## config.mk

```make
export PLATFORM = sky130hd
export DESIGN_NAME = pipe_stage_ctrl
export DESIGN_NICKNAME = d
export VERILOG_FILES = /design/src/rtl/pipe_ctrl_pkg.sv /design/src/rtl/pipe_prefix_or.sv /design/src/rtl/pipe_stage_ctrl.sv
export SDC_FILE = /design/constraint.sdc
export NUM_CORES = 1
export LEC_CHECK = 0
export ABC_AREA = 0
export CAP_MARGIN = 20
export CORE_ASPECT_RATIO = 1.1
export CORE_UTILIZATION = 32
export DETAILED_ROUTE_END_ITERATION = 8
export PLACE_DENSITY = 0.85
export SLEW_MARGIN = 30
export SYNTH_ARGS = -nofsm -noshare
export SYNTH_HDL_FRONTEND = slang
export SYNTH_SLANG_ARGS = --single-unit
```

## constraint.sdc

```tcl
create_clock -name clk -period 4.01 [get_ports clk]
set_input_delay 0.802 -clock clk [delete_from_list [all_inputs] [get_ports clk]]
set_output_delay 0.802 -clock clk [all_outputs]
set_load 0.01 [all_outputs]
```

## src/rtl/pipe_ctrl_pkg.sv

```systemverilog
// Shared types and defaults for the pipeline stage sequencer.
package pipe_ctrl_pkg;

  typedef enum logic [1:0] {
    RUN    = 2'd0,
    DRAIN  = 2'd1,
    HALTED = 2'd2
  } pipe_state_t;

  localparam int DEF_NSTAGES = 5;
  localparam int DEF_CNTW    = 32;

endpackage

```

## src/rtl/pipe_prefix_or.sv

```systemverilog
// Suffix-OR chain: any[i] is set when any request at stage i or an older stage is set.
module pipe_prefix_or #(
  parameter int NSTAGES = 5
) (
  input  logic [NSTAGES-1:0] req,
  output logic [NSTAGES-1:0] any
);

  for (genvar i = 0; i < NSTAGES; i++) begin : g_or
    assign any[i] = |req[NSTAGES-1:i];
  end

endmodule

```

## src/rtl/pipe_stage_ctrl.sv

```systemverilog
// Pipeline stage sequencer: en/clr strobes, per-stage valid tracking, drain/halt handshake.
// Define PIPE_CTRL_PERF_CNT_EN to build the stall/flush performance counters.
module pipe_stage_ctrl
  import pipe_ctrl_pkg::*;
#(
  parameter int NSTAGES = DEF_NSTAGES,
  parameter int CNTW    = DEF_CNTW
) (
  input  logic               clk,
  input  logic               reset,
  input  logic               in_valid,
  output logic               in_ready,
  input  logic [NSTAGES-1:0] stall_req,
  input  logic [NSTAGES-1:0] flush_req,
  input  logic               drain_req,
  input  logic               resume,
  output logic [NSTAGES-1:0] en,
  output logic [NSTAGES-1:0] clr,
  output logic [NSTAGES-1:0] valid,
  output logic               out_valid,
  output logic               halted,
  output logic [CNTW-1:0]    stall_cycles,
  output logic [CNTW-1:0]    flush_count
);

  pipe_state_t        state;
  logic [NSTAGES-1:0] stall;
  logic [NSTAGES-1:0] flush;
  logic [NSTAGES-1:0] feed;
  logic [NSTAGES-1:0] valid_nxt;

  pipe_prefix_or #(.NSTAGES(NSTAGES)) u_stall_or (.req(stall_req), .any(stall));
  pipe_prefix_or #(.NSTAGES(NSTAGES)) u_flush_or (.req(flush_req), .any(flush));

  // A stalled stage feeding a moving one gets a bubble via the second clr term.
  always_comb begin
    en        = '0;
    clr       = '1;
    in_ready  = 1'b0;
    out_valid = 1'b0;
    if (!reset) begin
      for (int i = 0; i < NSTAGES; i++) begin
        en[i] = (~stall[i] | flush[i]) & (state != HALTED);
      end
      clr[0] = flush[0];
      for (int i = 1; i < NSTAGES; i++) begin
        clr[i] = flush[i] | (stall[i-1] & ~stall[i]);
      end
      in_ready  = (state == RUN) & ~stall[0];
      out_valid = valid[NSTAGES-1] & ~stall[NSTAGES-1] & ~flush[NSTAGES-1];
    end
  end

  assign feed      = {valid[NSTAGES-2:0], in_valid & in_ready};
  assign valid_nxt = ((valid & ~en) | (feed & en)) & ~clr;

  always_ff @(posedge clk) begin
    if (reset) begin
      valid <= '0;
    end else begin
      valid <= valid_nxt;
    end
  end

  // DRAIN waits for an empty pipe before halting; drain_req dropping does not abort it.
  always_ff @(posedge clk) begin
    if (reset) begin
      state <= RUN;
    end else begin
      case (state)
        RUN:     if (drain_req)     state <= DRAIN;
        DRAIN:   if (valid == '0)   state <= HALTED;
        HALTED:  if (resume)        state <= RUN;
        default:                    state <= RUN;
      endcase
    end
  end

  assign halted = (state == HALTED);

`ifdef PIPE_CTRL_PERF_CNT_EN
  always_ff @(posedge clk) begin
    if (reset) begin
      stall_cycles <= '0;
      flush_count  <= '0;
    end else begin
      if (stall[0]) stall_cycles <= stall_cycles + CNTW'(1);
      if (flush[0]) flush_count  <= flush_count + CNTW'(1);
    end
  end
`else
  assign stall_cycles = '0;
  assign flush_count  = '0;
`endif

endmodule

```

==> reports/results.ini, run 1 <==
[final_layout]
nNetsFinal = 175
nFillCells = 306
utilization_pct = 39.1
area_growth_pct = 14.7
drive_above_1_share_pct = 6.29
stdcell_count = 192
finalInstanceArea_sq_um = 1090
antennaDiodeCount = 0

[global_route]
antenna_found_initial = 0
grt_overflow = 0
grt_use_total_pct = 11.2
grt_max_degree = 14
grt_pass1_wl_mm = 2.62
grt_pass1_vias = 620

[clocking]
cts_resized = 0
clk_pin_slew_ps = 50
cts_setup_buffers = 0
htree_levels = 1
clockRootBuffer = clkbuf_4
cts_sinks = 7
cts_inserted_buffers = 3
clk_latency_ps = 240
cts_tree = done
clockBufferDepth = 2
cts_hold_buf = 0

[synth]
ys_seq_area_share_pct = 14.7
synth_ff_type = dfxtp_1
synth.avg_cell_area_sq_um = 7.64
syn_inst = 125
ys_ff_latch = 7
synthDominantCellAreaShare_pct = 50.3
async_flop_share_pct = 0
ys_warn_count = 0
synth_common_cells = buf_4, nor2_1, dfxtp_1, inv_1, nor3_1
synth_most_common_cell = buf_4
synth_area_leaders = buf_4, dfxtp_1, mux2i_1, nor2_1, nor3_1
synth_edf_count = 0
syn_area_sq_um = 955
synth_top_cell_by_area = buf_4
synth_cell_type_count = 26

[power_and_ir_drop]
powerDensity_nw_per_um2 = 202
cellLeakagePower_nw = 0.513
ir_worst_vdd_mv = 0.125
power.total_mw = 0.221

[sta]
skew_ps = 4.01
maxSlewHeadroom_pct = 61.2
setup_slack_ps = 462
worst_pin_slew_ps = 581
rsz0062_at_grt = no
slew_viol_final = 0
timing.fmax_mhz = 282
hold_viol = 0
whs_ps = 496
min_period_over_period_pct = 88.5
layout_min_cycle_time_ps = 3550
finalSetupTns_ps = 0
setup_viol = 0

[detailed_routing]
via_per_inst = 3.76
ant_nets = 0
vias = 721
drcViolationCount = 0
finalWirelength_mm = 1.84
wire_per_inst_um = 9.58
first_pass_iters = 4
drtIter0Drc = 6

[place]
hpwlAfterDp_mm = 1.58
portBuffers = 32
dpl_worst_slack_ps = 450
dpl.cell_count = 188
post_dp_cell_area_sq_um = 1070
globalplace.congestion = 0.737

[worst_hold_path]
hold_class = flip-flop to flip-flop
hold_start = state[1]
min_path_cells = 1
whs_endpoint = state[0]

[die]
row_count = 20
die_height_um = 59.3
design.core.area_sq_um = 2800
io_pins = 97
die_x_um = 54.1
start_util_pct = 34.1
die-area_sq_um = 3210

[worst_setup_path]
r2r_end = state[1]
startpoint_type = input port
cp.required_ps = 3210
critPathKind = input port to output pin
cp.arrival_ps = 2750
path_max_fanout = 4
endpoint_kind = output pin
r2r_start = valid[3]
rr_worst_depth = 4
reg2reg_slack_ps = 2550

[flow_run]
cap_violations = 0

[status]
status = completed

-- cells by family (layout without fill, tap and decap cells) --
| logic type | Yosys count | count (layout) | share of synthesized area, % |
|---|---|---|---|
| other cells | 1 | 64 | 0.393 |
| compound gates | 9 | 9 | 8.39 |
| flops | 7 | 7 | 14.7 |
| simple gates | 31 | 31 | 17.4 |
| buf+inv | 72 | 43 | 53.9 |
| mux | 5 | 5 | 5.24 |
-- cell usage in the layout (no fill, tap or decap) --
| cell | n |
|---|---|
| nor4_1 | 2 |
| inv_1 | 6 |
| clkbuf_4 | 3 |
| nand2_1 | 1 |
| nor2b_1 | 2 |
| or4_1 | 1 |
| a311oi_4 | 1 |
| a211oi_2 | 1 |
| mux2i_1 | 5 |
| or4b_2 | 1 |
| nor4b_1 | 1 |
| nor2_1 | 12 |
| or2_2 | 1 |
| or3_2 | 1 |
| clkbuf_1 | 1 |
| conb_1 | 64 |
| dfxtp_1 | 7 |
| or3_1 | 1 |
| or4_4 | 1 |
| o21ai_1 | 1 |
| a211oi_1 | 1 |
| buf_4 | 1 |
| nor3_1 | 6 |
| clkdlybuf4s50_1 | 32 |
| nand3_1 | 1 |
| o21ai_0 | 4 |
| o31a_1 | 1 |
-- cell type report --
| class | count | area, sq um | area share (%) |
|---|---|---|---|
| multi-input combinational | 109 | 537 | 49.0 |
| sequential | 7 | 140 | 12.8 |
| clock buffer | 4 | 26.3 | 2.40 |
| tap | 33 | 41.3 | 3.77 |
| inverter | 6 | 22.5 | 2.06 |
| timing repair buffer | 33 | 328 | 29.9 |
-- sequential cells by signal, summed over array words and instances (netlist names) --
register	flops
state	2
valid	5
-- worst max-delay path, cell delays in order --
cell	delay, ps
clkdlybuf4s50_1	450
or4_4	580
a311oi_4	330
clkdlybuf4s50_1	590
-- worst max-delay path by stage --
stage / startpoint / end / depth (start not counted)
after floorplan: stall_req[1] / en[1] / 2
after global placement: stall_req[3] / en[1] / 4
after detailed placement: stall_req[3] / en[1] / 4
after CTS: stall_req[3] / en[1] / 4
after global routing: flush_req[3] / clr[0] / 5
final: stall_req[3] / en[1] / 4
-- routing by layer --
| layer | global-route usage (%) | part of all wire (%) | vias to the layer above |
|---|---|---|---|
| met1 | 12.2 | 37 | 315 |
| met4 | 2.93 | 0.92 | 0 |
| met2 | 20.1 | 51 | 56 |
| met5 | 0 | 0 | - |
| li1 | - | - | 348 |
| met3 | 4.10 | 11 | 2 |
-- power breakdown --
group / switching [mW] / internal, mW / total, mW
sequential: 0.00199 / 0.0715 / 0.0735
clock: 0.0234 / 0.0378 / 0.0612
combinational: 0.0519 / 0.0342 / 0.0861
total: 0.0773 / 0.143 / 0.221
Power figures use the tool's default switching activity.
==> run 2, diff against run 1 <==
--- a/config.mk
+++ b/config.mk
@@ -6,9 +6,10 @@
 export NUM_CORES = 1
 export LEC_CHECK = 0
 export ABC_AREA = 0
-export CAP_MARGIN = 20
+export CAP_MARGIN = 15
 export CORE_ASPECT_RATIO = 1.1
 export CORE_UTILIZATION = 32
+export CTS_CLUSTER_SIZE = 8
 export DETAILED_ROUTE_END_ITERATION = 8
 export PLACE_DENSITY = 0.85
 export SLEW_MARGIN = 30
==> results of run 2 <==
Final layout, timing and power as in run 1 (identical DEF).
==> run 3, diff against run 2 <==
--- a/config.mk
+++ b/config.mk
@@ -7,11 +7,12 @@
 export LEC_CHECK = 0
 export ABC_AREA = 0
 export CAP_MARGIN = 15
-export CORE_ASPECT_RATIO = 1.1
-export CORE_UTILIZATION = 32
+export CORE_ASPECT_RATIO = 0.75
+export CORE_UTILIZATION = 44
 export CTS_CLUSTER_SIZE = 8
 export DETAILED_ROUTE_END_ITERATION = 8
-export PLACE_DENSITY = 0.85
+export DONT_BUFFER_PORTS = 1
+export PLACE_DENSITY = 0.57
 export SLEW_MARGIN = 30
 export SYNTH_ARGS = -nofsm -noshare
 export SYNTH_HDL_FRONTEND = slang
==> reports/results.ini, run 3 (synthesis gave the netlist of run 1 again) <==
[status]
status = completed

[detailed_routing]
vias = 601  ; -17%
wire_per_inst_um = 9.13  ; -4.7%
finalWirelength_mm = 1.37  ; -26%
ant_nets = 0  ; unchanged
via_per_inst = 4.01  ; +6.7%
drcViolationCount = 0  ; unchanged
drtIter0Drc = 14  ; +8
first_pass_iters = 4  ; unchanged

[sta]
setup_slack_ps = 1390  ; +930 ps
maxSlewHeadroom_pct = 49.3  ; -12 points
min_period_over_period_pct = 65.3  ; -23 points
finalSetupTns_ps = 0  ; unchanged
rsz0062_at_grt = no
timing.fmax_mhz = 382  ; +36%
hold_viol = 0  ; unchanged
setup_viol = 0  ; unchanged
layout_min_cycle_time_ps = 2620  ; -930 ps
slew_viol_final = 0  ; unchanged
skew_ps = 8.69  ; +4.68 ps
worst_pin_slew_ps = 759  ; +178 ps

[place]
dpl.cell_count = 146  ; -22%
dpl_worst_slack_ps = 1400  ; +952 ps
portBuffers = 0  ; -100%
hpwlAfterDp_mm = 1.18  ; -25%
globalplace.congestion = 0.735  ; -0.37%

[worst_setup_path]
critPathTopFamily = simple AND/OR/NAND/NOR gates
cp.arrival_ps = 1820  ; -930 ps
critPathKind = input port to output pin
endpoint_kind = output pin
slowest_delay_ps = 560  ; -30 ps
critPathSlowestCell = or4_4
path_buf_inv = 0  ; -2
path_max_fanout = 4  ; unchanged
worstPathCellList = or4_4 -> nor3_1
reg2reg_slack_ps = 2370  ; -180 ps
startpoint_type = input port
cp.required_ps = 3210  ; about the same

[global_route]
grt_pass1_vias = 427  ; -31%
grt_use_total_pct = 11.6  ; +0.34 points
grt_max_degree = 15  ; +1
grt_overflow = 0  ; unchanged
antenna_found_initial = 0  ; unchanged
grt_pass1_wl_mm = 2.02  ; -23%

[die]
io_pins = 97  ; unchanged
design.core.area_sq_um = 2030  ; -28%
die_x_um = 55.8  ; +3.2%
start_util_pct = 47.0  ; +13 points
row_count = 14  ; -30%
die-area_sq_um = 2360  ; -26%
die_height_um = 42.3  ; -29%

[clocking]
clk_latency_ps = 260  ; +20 ps
cts_tree = done
htree_levels = 1  ; unchanged
clockRootBuffer = clkbuf_4
clk_pin_slew_ps = 50  ; about the same
cts_inserted_buffers = 3  ; unchanged
cts_hold_buf = 0  ; unchanged
cts_resized = 0  ; unchanged
cts_setup_buffers = 0  ; unchanged
clockBufferDepth = 2  ; unchanged
cts_sinks = 7  ; unchanged

[final_layout]
nNetsFinal = 142  ; -19%
stdcell_count = 150  ; -22%
drive_above_1_share_pct = 7.14  ; +0.85 points
largest_reg_flops = 5  ; unchanged
utilization_pct = 37.2  ; -1.9 points
antennaDiodeCount = 0  ; unchanged
area_growth_pct = -20.8
largestRegisters = valid x5, state x2
final_common_cell = conb_1
top_register = valid
final_cell_mix = conb_1, nor2_1, dfxtp_1

[power_and_ir_drop]
switching_share_pct = 36.8  ; +1.7 points
ir_worst_vdd_mv = 0.172  ; +37%
comb_power_share_pct = 27.8  ; -11 points
powerDensity_nw_per_um2 = 253  ; +25%
clockPowerShare_pct = 33.9  ; +6.2 points
cellLeakagePower_nw = 0.385  ; -25%
p_sw_mw = 0.0702  ; -9.2%
power.total_mw = 0.191  ; -13%
p_int_mw = 0.121  ; -16%
power_frac_seq_pct = 38.3  ; +5.0 points

[worst_hold_path]
hold_class = flip-flop to flip-flop

[flow_run]
cap_violations = 0  ; unchanged

run 3: power by group through the flow:
| stage | clock [mW] | sequential, mW | combinational, mW |
|---|---|---|---|
| 2_1_floorplan | 0 | 0.0743 | 0.0978 |
| 3_3_place_gp | 0 | 0.0745 | 0.0523 |
| 3_5_place_dp | 0 | 0.0747 | 0.0525 |
| 4_1_cts | 0.0682 | 0.0732 | 0.0525 |
| 5_1_grt | 0.0749 | 0.0736 | 0.0590 |
| 6_report | 0.0647 | 0.0732 | 0.0531 |
run 3: final timing paths:
check               start       end  cells past startpoint
min              state[1]  state[0]                      1
max reg2reg      state[1]  valid[4]                      4
max          stall_req[1]  in_ready                      2
min reg2reg      state[1]  state[0]                      1
run 3: layout make-up:
type	count	area [sq um]
flip-flops and latches	7	140
well taps	24	30.0
clock buffers	4	26.3
fillers	229	1280
inverters	6	22.5
multi-input cells	109	537
run 3: metrics by stage:
step	hold slack (ps)	instance area, sq um
after floorplan	452	1190
after global placement	465	729
after detailed placement	476	729
after CTS	482	756
after global routing	514	756
final	476	756
run 3: per-layer routing:
| layer | global-route usage [%] | routed length [um] | part of all wire [%] |
|---|---|---|---|
| met1 | 11.2 | 483 | 35 |
| met2 | 20.2 | 689 | 50 |
| met3 | 7.10 | 187 | 14 |
| met4 | 4.50 | 9 | 0.66 |
| met5 | 0 | 0 | 0 |
